===== src/rtl/sha256_pkg.sv =====
// Shared types and defaults for the snickerbits hashing-core scheduler.
package sha256_pkg;

    localparam int unsigned DEFAULT_N_CORES = 4;
    localparam int unsigned DEFAULT_NONCE_W = 32;

    typedef logic [DEFAULT_NONCE_W-1:0] nonce_t;

    typedef enum logic [1:0] {
        IDLE,
        ISSUE,
        DRAIN
    } sched_state_t;

endpackage


===== src/rtl/rr_pick.sv =====
// Round-robin first-set finder: lowest set request at or above ptr, wrapping to bit 0.
module rr_pick #(
    parameter int unsigned N     = 4,
    parameter int unsigned IDX_W = 2
) (
    input  logic [N-1:0]     req,
    input  logic [IDX_W-1:0] ptr,
    output logic             found,
    output logic [IDX_W-1:0] idx
);

    int unsigned j;

    always_comb begin
        found = 1'b0;
        idx   = '0;
        j     = 0;
        for (int unsigned k = 0; k < N; k++) begin
            j = 32'(ptr) + k;
            if (j >= N) begin
                j = j - N;
            end
            if (!found && req[IDX_W'(j)]) begin
                found = 1'b1;
                idx   = IDX_W'(j);
            end
        end
    end

endmodule


===== src/rtl/nonce_dispatcher.sv =====
// Job scheduler: hands nonces to ready cores round-robin and merges core hits onto one port.
module nonce_dispatcher
    import sha256_pkg::*;
#(
    parameter int unsigned N_CORES = DEFAULT_N_CORES,
    parameter int unsigned NONCE_W = 32,
    parameter int unsigned CNT_W   = 16
) (
    input  logic                         clk_axi,
    input  logic                         rst,
    input  logic                         job_valid,
    output logic                         job_ready,
    input  logic [NONCE_W-1:0]           job_start,
    input  logic [NONCE_W-1:0]           job_count,
    input  logic                         abort,
    input  logic [N_CORES-1:0]           core_ready,
    output logic [N_CORES-1:0]           core_issue,
    output logic [NONCE_W-1:0]           core_nonce,
    input  logic [N_CORES-1:0]           core_idle,
    input  logic [N_CORES-1:0]           core_hit_valid,
    output logic [N_CORES-1:0]           core_hit_ready,
    input  logic [N_CORES*NONCE_W-1:0]   core_hit_nonce,
    output logic                         hit_valid,
    input  logic                         hit_ready,
    output logic [NONCE_W-1:0]           hit_nonce,
    output logic [$clog2(N_CORES)-1:0]   hit_core,
    output logic                         busy,
    output logic                         done,
    output logic [CNT_W-1:0]             hit_total
);

    localparam int unsigned IDX_W = $clog2(N_CORES);

    sched_state_t       state;
    logic [NONCE_W-1:0] nxt;
    logic [NONCE_W-1:0] remaining;
    logic [IDX_W-1:0]   issue_ptr;
    logic [IDX_W-1:0]   hit_ptr;
    logic [IDX_W-1:0]   issue_idx;
    logic [IDX_W-1:0]   hit_idx;
    logic               issue_found;
    logic               hit_found;
    logic               issue_fire;
    logic               slot_free;
    logic               hit_grant;
    logic               hit_take;
    logic [NONCE_W-1:0] hit_nonce_arr [N_CORES];

    for (genvar g = 0; g < N_CORES; g++) begin : g_hit_slice
        assign hit_nonce_arr[g] = core_hit_nonce[g*NONCE_W +: NONCE_W];
    end

    rr_pick #(
        .N     (N_CORES),
        .IDX_W (IDX_W)
    ) u_issue_pick (
        .req   (core_ready),
        .ptr   (issue_ptr),
        .found (issue_found),
        .idx   (issue_idx)
    );

    rr_pick #(
        .N     (N_CORES),
        .IDX_W (IDX_W)
    ) u_hit_pick (
        .req   (core_hit_valid),
        .ptr   (hit_ptr),
        .found (hit_found),
        .idx   (hit_idx)
    );

    always_comb begin
        // Abort suppresses any issue in the same cycle.
        issue_fire = (state == ISSUE) && !abort && issue_found;
        core_issue = '0;
        if (issue_fire) begin
            core_issue[issue_idx] = 1'b1;
        end
        core_nonce = issue_fire ? nxt : '0;

        hit_take       = hit_valid && hit_ready;
        slot_free      = !hit_valid || hit_ready;
        hit_grant      = slot_free && hit_found;
        core_hit_ready = '0;
        if (hit_grant) begin
            core_hit_ready[hit_idx] = 1'b1;
        end
    end

    always_ff @(posedge clk_axi) begin
        if (rst) begin
            state     <= IDLE;
            nxt       <= '0;
            remaining <= '0;
            issue_ptr <= '0;
            job_ready <= 1'b1;
            busy      <= 1'b0;
            done      <= 1'b0;
        end else begin
            done <= 1'b0;
            unique case (state)
                IDLE: begin
                    if (job_valid) begin
                        nxt       <= job_start;
                        remaining <= job_count;
                        job_ready <= 1'b0;
                        busy      <= 1'b1;
                        state     <= (job_count == '0) ? DRAIN : ISSUE;
                    end
                end
                ISSUE: begin
                    if (issue_fire) begin
                        nxt       <= nxt + NONCE_W'(1);
                        remaining <= remaining - NONCE_W'(1);
                        issue_ptr <= (issue_idx == IDX_W'(N_CORES - 1)) ? '0
                                                                        : issue_idx + IDX_W'(1);
                    end
                    if (abort || (issue_fire && remaining == NONCE_W'(1))) begin
                        state <= DRAIN;
                    end
                end
                DRAIN: begin
                    // Quiescence is sampled one cycle ahead so done lands in the second DRAIN cycle.
                    if (done) begin
                        state     <= IDLE;
                        job_ready <= 1'b1;
                        busy      <= 1'b0;
                    end else if (&core_idle && !hit_valid && !(|core_hit_valid)) begin
                        done <= 1'b1;
                    end
                end
                default: state <= IDLE;
            endcase
        end
    end

    always_ff @(posedge clk_axi) begin
        if (rst) begin
            hit_valid <= 1'b0;
            hit_nonce <= '0;
            hit_core  <= '0;
            hit_ptr   <= '0;
            hit_total <= '0;
        end else begin
            if (hit_grant) begin
                hit_valid <= 1'b1;
                hit_nonce <= hit_nonce_arr[hit_idx];
                hit_core  <= hit_idx;
                hit_ptr   <= (hit_idx == IDX_W'(N_CORES - 1)) ? '0 : hit_idx + IDX_W'(1);
            end else if (hit_take) begin
                hit_valid <= 1'b0;
            end
            if (hit_take && !(&hit_total)) begin
                hit_total <= hit_total + CNT_W'(1);
            end
        end
    end

endmodule

===== config.mk =====
export PLATFORM = sky130hd
export DESIGN_NAME = nonce_dispatcher
export DESIGN_NICKNAME = d
export VERILOG_FILES = /design/src/rtl/sha256_pkg.sv /design/src/rtl/rr_pick.sv /design/src/rtl/nonce_dispatcher.sv
export SDC_FILE = /design/constraint.sdc
export NUM_CORES = 1
export LEC_CHECK = 0
export CAP_MARGIN = 20
export CORE_MARGIN = 2
export CORE_UTILIZATION = 40
export DETAILED_ROUTE_END_ITERATION = 6
export GPL_ROUTABILITY_DRIVEN = 0
export GPL_TIMING_DRIVEN = 1
export HOLD_SLACK_MARGIN = 0.08
export PLACE_DENSITY_LB_ADDON = 0.3
export SYNTH_ARGS = -nofsm -noshare
export SYNTH_HDL_FRONTEND = slang
export SYNTH_SLANG_ARGS = --single-unit

===== constraint.sdc =====
create_clock -name clk_axi -period 2.5 [get_ports clk_axi]
set_clock_uncertainty 0.05 [all_clocks]
set_input_delay 0.25 -clock clk_axi [delete_from_list [all_inputs] [get_ports clk_axi]]
set_output_delay 0.25 -clock clk_axi [all_outputs]
set_load 0.01 [all_outputs]

==> impl_metrics.yaml, run 1 <==
placement:
  placed_area_mm2: 0.0117
  post-dp-hpwl_mm: 21.8
  port-buffer-count: 302
synth:
  synth_cell_types: 69
  synthTopCellsByArea: "dfxtp_1, and3_1, nand2_1"
  synthesis.nets: 1274
  synth_top_area_share_pct: 30.9
  syn_area_mm2: 0.00804
  synth-edff-count: 0
  syn_area_per_cell_um2: 7.63
  yosys_warnings: 0
  yosys.area.top_type: "dfxtp_1"
  synthCells: 1053
  synth_seq_cells: 124
  synth-async-reset-ratio_pct: 0
  ys_seq_area_share_pct: 30.9
  ys.flop_type: "dfxtp_1"
global_routing:
  grt_pass1_vias: 9031
  grt_pass1_wl_mm: 46.7
  grt.overflow.total: 0
  grt_max_degree: 65
  antenna_found_initial: 0
  track_usage_pct: 26.8
setup_path:
  cp_common_cell: "clkdlybuf4s50_1"
  cp_slowest_cell: "or4_4"
  cp_max_fo: 27
  cp.arrival_ns: 2.12
  r2r_slack_ns: 0.23
  end_kind: "output port"
  worst-path-buf-inv: 3
  cp-start-kind: "input pin"
  crit_family: "buffers and inverters"
  slowest_delay_ns: 0.54
  cp.required_ns: 2.20
  startpoint: "core_ready[2]"
  crit_type: "input pin to output port"
  timing.rr.start: "remaining[1]"
  regToRegEndpoint: "remaining[22]"
  path_cells: "clkdlybuf4s50_1 > or4_4 > buf_6 > and3_2 > clkdlybuf4s50_1"
  worstRegToRegCells: 8
power_and_ir_drop:
  pwr_density_cell_mw_per_mm2: 646
  pwr-share-clk_pct: 31.2
  finalPower_mw: 7.97
  power_switching_mw: 2.67
  switching_share_pct: 33.5
  ir_worst_vdd_mv: 0.520
  power_frac_seq_pct: 32.0
  p_leak_nw: 4.86
  p_int_mw: 5.30
  comb_power_share_pct: 36.8
timing:
  period_needed_ns: 2.42
  rsz0062_at_grt: "false"
  fmax_mhz: 412
  setup_violations: 0
  tns_ns: 0
  finalCritPeriodShare_pct: 97.0
  tightestPinTransition_ns: 0.658
  max_slew_margin_pct: 55.7
  final-hold-violation-count: 0
  hold_ws_ns: 0.246
  slew_violations: 0
detailed_routing:
  drc: 0
  first_pass_iters: 7
  wl_per_cell_um: 17.8
  via_count: 9529
  via_per_inst: 5.82
  antenna_left: 0
  drt_iter0_markers: 553
  routed_wirelength_mm: 29.1
layout:
  syn2layout_area_growth_pct: 53.6
  antenna_cells: 0
  num-nets-final: 1580
  drive_above_1_share_pct: 10.1
  nFillCells: 1728
  stdcell_area_mm2: 0.0123
  post-route-util_pct: 63.0
  regArea_mm2: 0.00249
  multi_input_area_mm2: 0.00525
clock_tree:
  clk_latency_ns: 0.41
  htree_levels: 4
  cts_buffers: 17
  clk_pin_slew_ns: 0.06
  cts_tree: "yes"
  cts.sink_count: 124
  cts_root_buffer: "clkbuf_16"
  clock_tree.buffer_depth: 2
floorplanning:
  initial_utilization_pct: 41.0
  rows: 51
  core_mm2: 0.0196
  die_area_mm2: 0.0212
  dieHeight_um: 146
  chipWidth_um: 146
  ios: 303
worst_hold_path:
  min_path_type: "input pin to register"
  hold_end: "done"
  min_path_cells: 5
  hold_start: "core_hit_valid[1]"
run_status:
  status: "finished, final reports clean"
run:
  drv_cap: 0
## metal layers
layer / wire (um) / global-route usage (%)
met3: 2580 / 6.55
met5: 0 / 0
met4: 1410 / 14.2
met1: 11300 / 32.0
met2: 13700 / 44.4
## placed cells by master (no fill, tap or decap), types with 29 or more instances in the layout
cell and instances:
mux2i_1 38, and3_1 78, nor2_1 71, clkdlybuf4s50_1 289, nand4_1 29, o21ai_0 52, dfxtp_1 121, a21oi_1 62
nand2_1 113, a21boi_0 31, o21ai_1 30, buf_4 56, o211ai_1 34
## kinds of logic after synthesis
family	after synthesis	synth area share [%]
xor gates and xnor gates	13	1.42
buffers and inverters	99	4.76
DFF	124	30.9
adders and majority gates	12	1.87
muxes	38	4.73
and+or+nand+nor	443	30.1
AOI/OAI and AO/OA	324	26.3
## state kept, by name (all words and copies together), names as in the netlist
name       cells
hit_valid      1
state          2
issue_ptr      2
hit_nonce     32
hit_total     16
job_ready      1
hit_core       2
hit_ptr        2
done           1
busy           1
nxt           32
remaining     32
## cell usage after synthesis (10+ instances only)
master / number
a211oi_1: 13
nand2_1: 114
nor4_1: 26
ha_1: 12
dfxtp_1: 124
o21ai_1: 30
xnor2_1: 10
o211ai_1: 34
and3_1: 79
a22oi_1: 11
a21oi_1: 63
inv_1: 18
nor2_1: 72
or4_1: 10
mux2i_1: 38
o31ai_1: 10
nand2b_1: 10
a21boi_0: 31
o21ai_0: 52
clkbuf_1: 69
nand4_1: 29
nor3_1: 23
nand3_1: 27
a31oi_1: 22
## stage by stage
step | instances | setup WS, ns
floorplan | 1053 | 0.319
global placement | 1602 | -0.286
detailed placement | 1602 | -0.329
CTS | 1635 | 0.0120
global route | 1636 | 0.00444
finish | 1636 | 0.0753
## cell type report
class / instances / area share [%]
Timing Repair Buffer: 368 / 29.2
Clock inverter: 6 / 0.669
Tap cell: 265 / 2.69
Multi-Input combinational cell: 830 / 42.5
Sequential cell: 124 / 20.2
Clock buffer: 25 / 4.18
Inverter: 18 / 0.547
## worst max path at each step
stage,to,cells past startpoint
global route,core_hit_ready[2],6
finish,core_nonce[2],5
CTS,core_hit_ready[3],8
detailed placement,core_hit_ready[3],8
floorplan,core_hit_ready[3],8
global placement,core_hit_ready[3],8
## power by group through the flow
stage               Clock (mW)  Sequential, mW  Combinational (mW)
CTS                       2.53            2.53                2.90
finish                    2.49            2.55                2.93
detailed placement           0            2.57                2.88
floorplan                    0            2.57                1.56
global placement             0            2.56                2.85
global route              2.63            2.59                3.20
## what timing repair did
item                                    in CTS  in global routing
setup buffers                                2                  1
hold buffers                                 0                  0
gates resized for setup                     19                 17
endpoints found under the setup margin      13                 12
pin swaps                                    1                  2
## worst reg2reg max path: stages (launching register included)
cell      delay (ns)
dfxtp_1         0.34
inv_1           0.11
ha_1            0.22
nor3b_2         0.26
buf_4           0.19
nand4_1         0.27
nor4_1          0.38
o221ai_1        0.18
nor3_1          0.20
Note: power is estimated with default switching activity, not from simulation.
==> run 2: changes to the inputs <==
--- a/config.mk
+++ b/config.mk
@@ -8,6 +8,7 @@
 export CAP_MARGIN = 20
 export CORE_MARGIN = 2
 export CORE_UTILIZATION = 40
+export CTS_BUF_LIST = sky130_fd_sc_hd__clkbuf_8
 export DETAILED_ROUTE_END_ITERATION = 6
 export GPL_ROUTABILITY_DRIVEN = 0
 export GPL_TIMING_DRIVEN = 1
==> impl_metrics.yaml, run 2 (synthesized netlist as in run 1, its figures left out) <==
clock_tree:
  ctsHoldBuffers: 0
  clock_tree.buffer_depth: 2
  clk_latency_ns: 0.44
  cts_buffers: 17
  clk_pin_slew_ns: 0.08
  cts_tree: "yes"
  htree_levels: 4
  cts_root_buffer: "clkbuf_8"
  cts.sink_count: 124
placement:
  placed_area_mm2: 0.0117
  post-dp-hpwl_mm: 21.8
  port-buffer-count: 302
  dp.cells: 1602
  place_ws_ns: -0.329
global_routing:
  track_usage_pct: 26.7
  grt_pass1_wl_mm: 46.5
  grt.overflow.total: 0
  grt_pass1_vias: 8950
  antenna_found_initial: 0
  grt_max_degree: 65
run_status:
  status: "finished, final reports clean"
setup_path:
  cp-start-kind: "input pin"
  path_cells: "clkdlybuf4s50_1 > or4_4 > buf_6 > and3_2 > clkdlybuf4s50_1"
  slowest_delay_ns: 0.58
  crit_type: "input pin to output port"
  cp.arrival_ns: 2.12
  cp_common_cell: "clkdlybuf4s50_1"
  cp_max_fo: 27
  cp.required_ns: 2.20
  end_kind: "output port"
  cp_slowest_cell: "or4_4"
power_and_ir_drop:
  pwr_density_cell_mw_per_mm2: 601
  ir_worst_vdd_mv: 0.525
  p_leak_nw: 4.78
  finalPower_mw: 7.32
layout:
  antenna_cells: 0
  top_regs: "hit_nonce (32), nxt (32), remaining (32)"
  layout_commonest_cell: "clkdlybuf4s50_1"
  post-route-util_pct: 62.2
  final_cell_mix: "clkdlybuf4s50_1, dfxtp_1, nand2_1"
  num-nets-final: 1583
  stdcell_area_mm2: 0.0122
  stdcell_count: 1639
  nFillCells: 1752
  drive_above_1_share_pct: 10.4
  syn2layout_area_growth_pct: 51.6
floorplanning:
  chipWidth_um: 146
  die_area_mm2: 0.0212
  ios: 303
  initial_utilization_pct: 41.0
  core_mm2: 0.0196
  dieHeight_um: 146
  rows: 51
timing:
  tns_ns: 0
  setup_violations: 0
  slew_violations: 0
  finalCritPeriodShare_pct: 96.8
  setup_slack_ns: 0.0793
  tightestPinTransition_ns: 0.611
  fmax_mhz: 413
  rsz0062_at_grt: "false"
  final-hold-violation-count: 0
  hold_ws_ns: 0.224
  max_slew_margin_pct: 58.9
  period_needed_ns: 2.42
detailed_routing:
  via_per_inst: 5.81
  via_count: 9522
  drc: 0
  drt_iter0_markers: 607
  wl_per_cell_um: 17.7
  routed_wirelength_mm: 29.1
  antenna_left: 0
  first_pass_iters: 6
worst_hold_path:
  min_path_type: "input pin to register"
run:
  drv_cap: 0
==> run 2: per-layer routing <==
layer	wire [um]	track usage, %	vias up
li1	-	-	4590
met1	11300	32.1	4399
met2	13700	44.0	464
met3	2710	6.99	69
met4	1370	13.4	0
met5	0	0	-
==> run 2: worst paths after layout <==
kind                     startpoint  slack (ns)            end  depth (start not counted)
hold reg to reg         hit_core[0]        0.42    hit_core[0]                          2
setup reg to reg       remaining[1]        0.27  remaining[22]                          8
hold / removal    core_hit_valid[1]        0.22           done                          5
setup / recovery      core_ready[0]        0.08  core_nonce[2]                          5
==> run 2: layout make-up <==
| cell class | instances | area [um^2] | share of cell area, % |
|---|---|---|---|
| flip-flops and latches | 124 | 2490 | 20.5 |
| repair buffers | 371 | 3630 | 29.8 |
| clock buffers | 23 | 317 | 2.60 |
| inverters | 18 | 67.6 | 0.554 |
| clock inverters | 8 | 90.1 | 0.739 |
| well taps | 265 | 332 | 2.72 |
| multi-input cells | 830 | 5260 | 43.1 |
==> run 2: what timing repair did <==
action | CTS | global route
hold endpoints to repair | 0 | 0
buffers inserted | 2 | 4
setup endpoints to repair | 13 | 14
pin swaps | 1 | 4
gates resized for setup | 23 | 21
==> run 2: critical path: cells and delay by family <==
| kind | cells | cell delay, ns |
|---|---|---|
| and+or+nand+nor | 2 | 0.78 |
| buffers and inverters | 3 | 1.09 |
==> run 2: power breakdown <==
group,internal (mW),leakage [nW],switching [mW]
clock,1.03,0.216,0.804
sequential,2.26,1.02,0.287
combinational,1.43,3.55,1.51
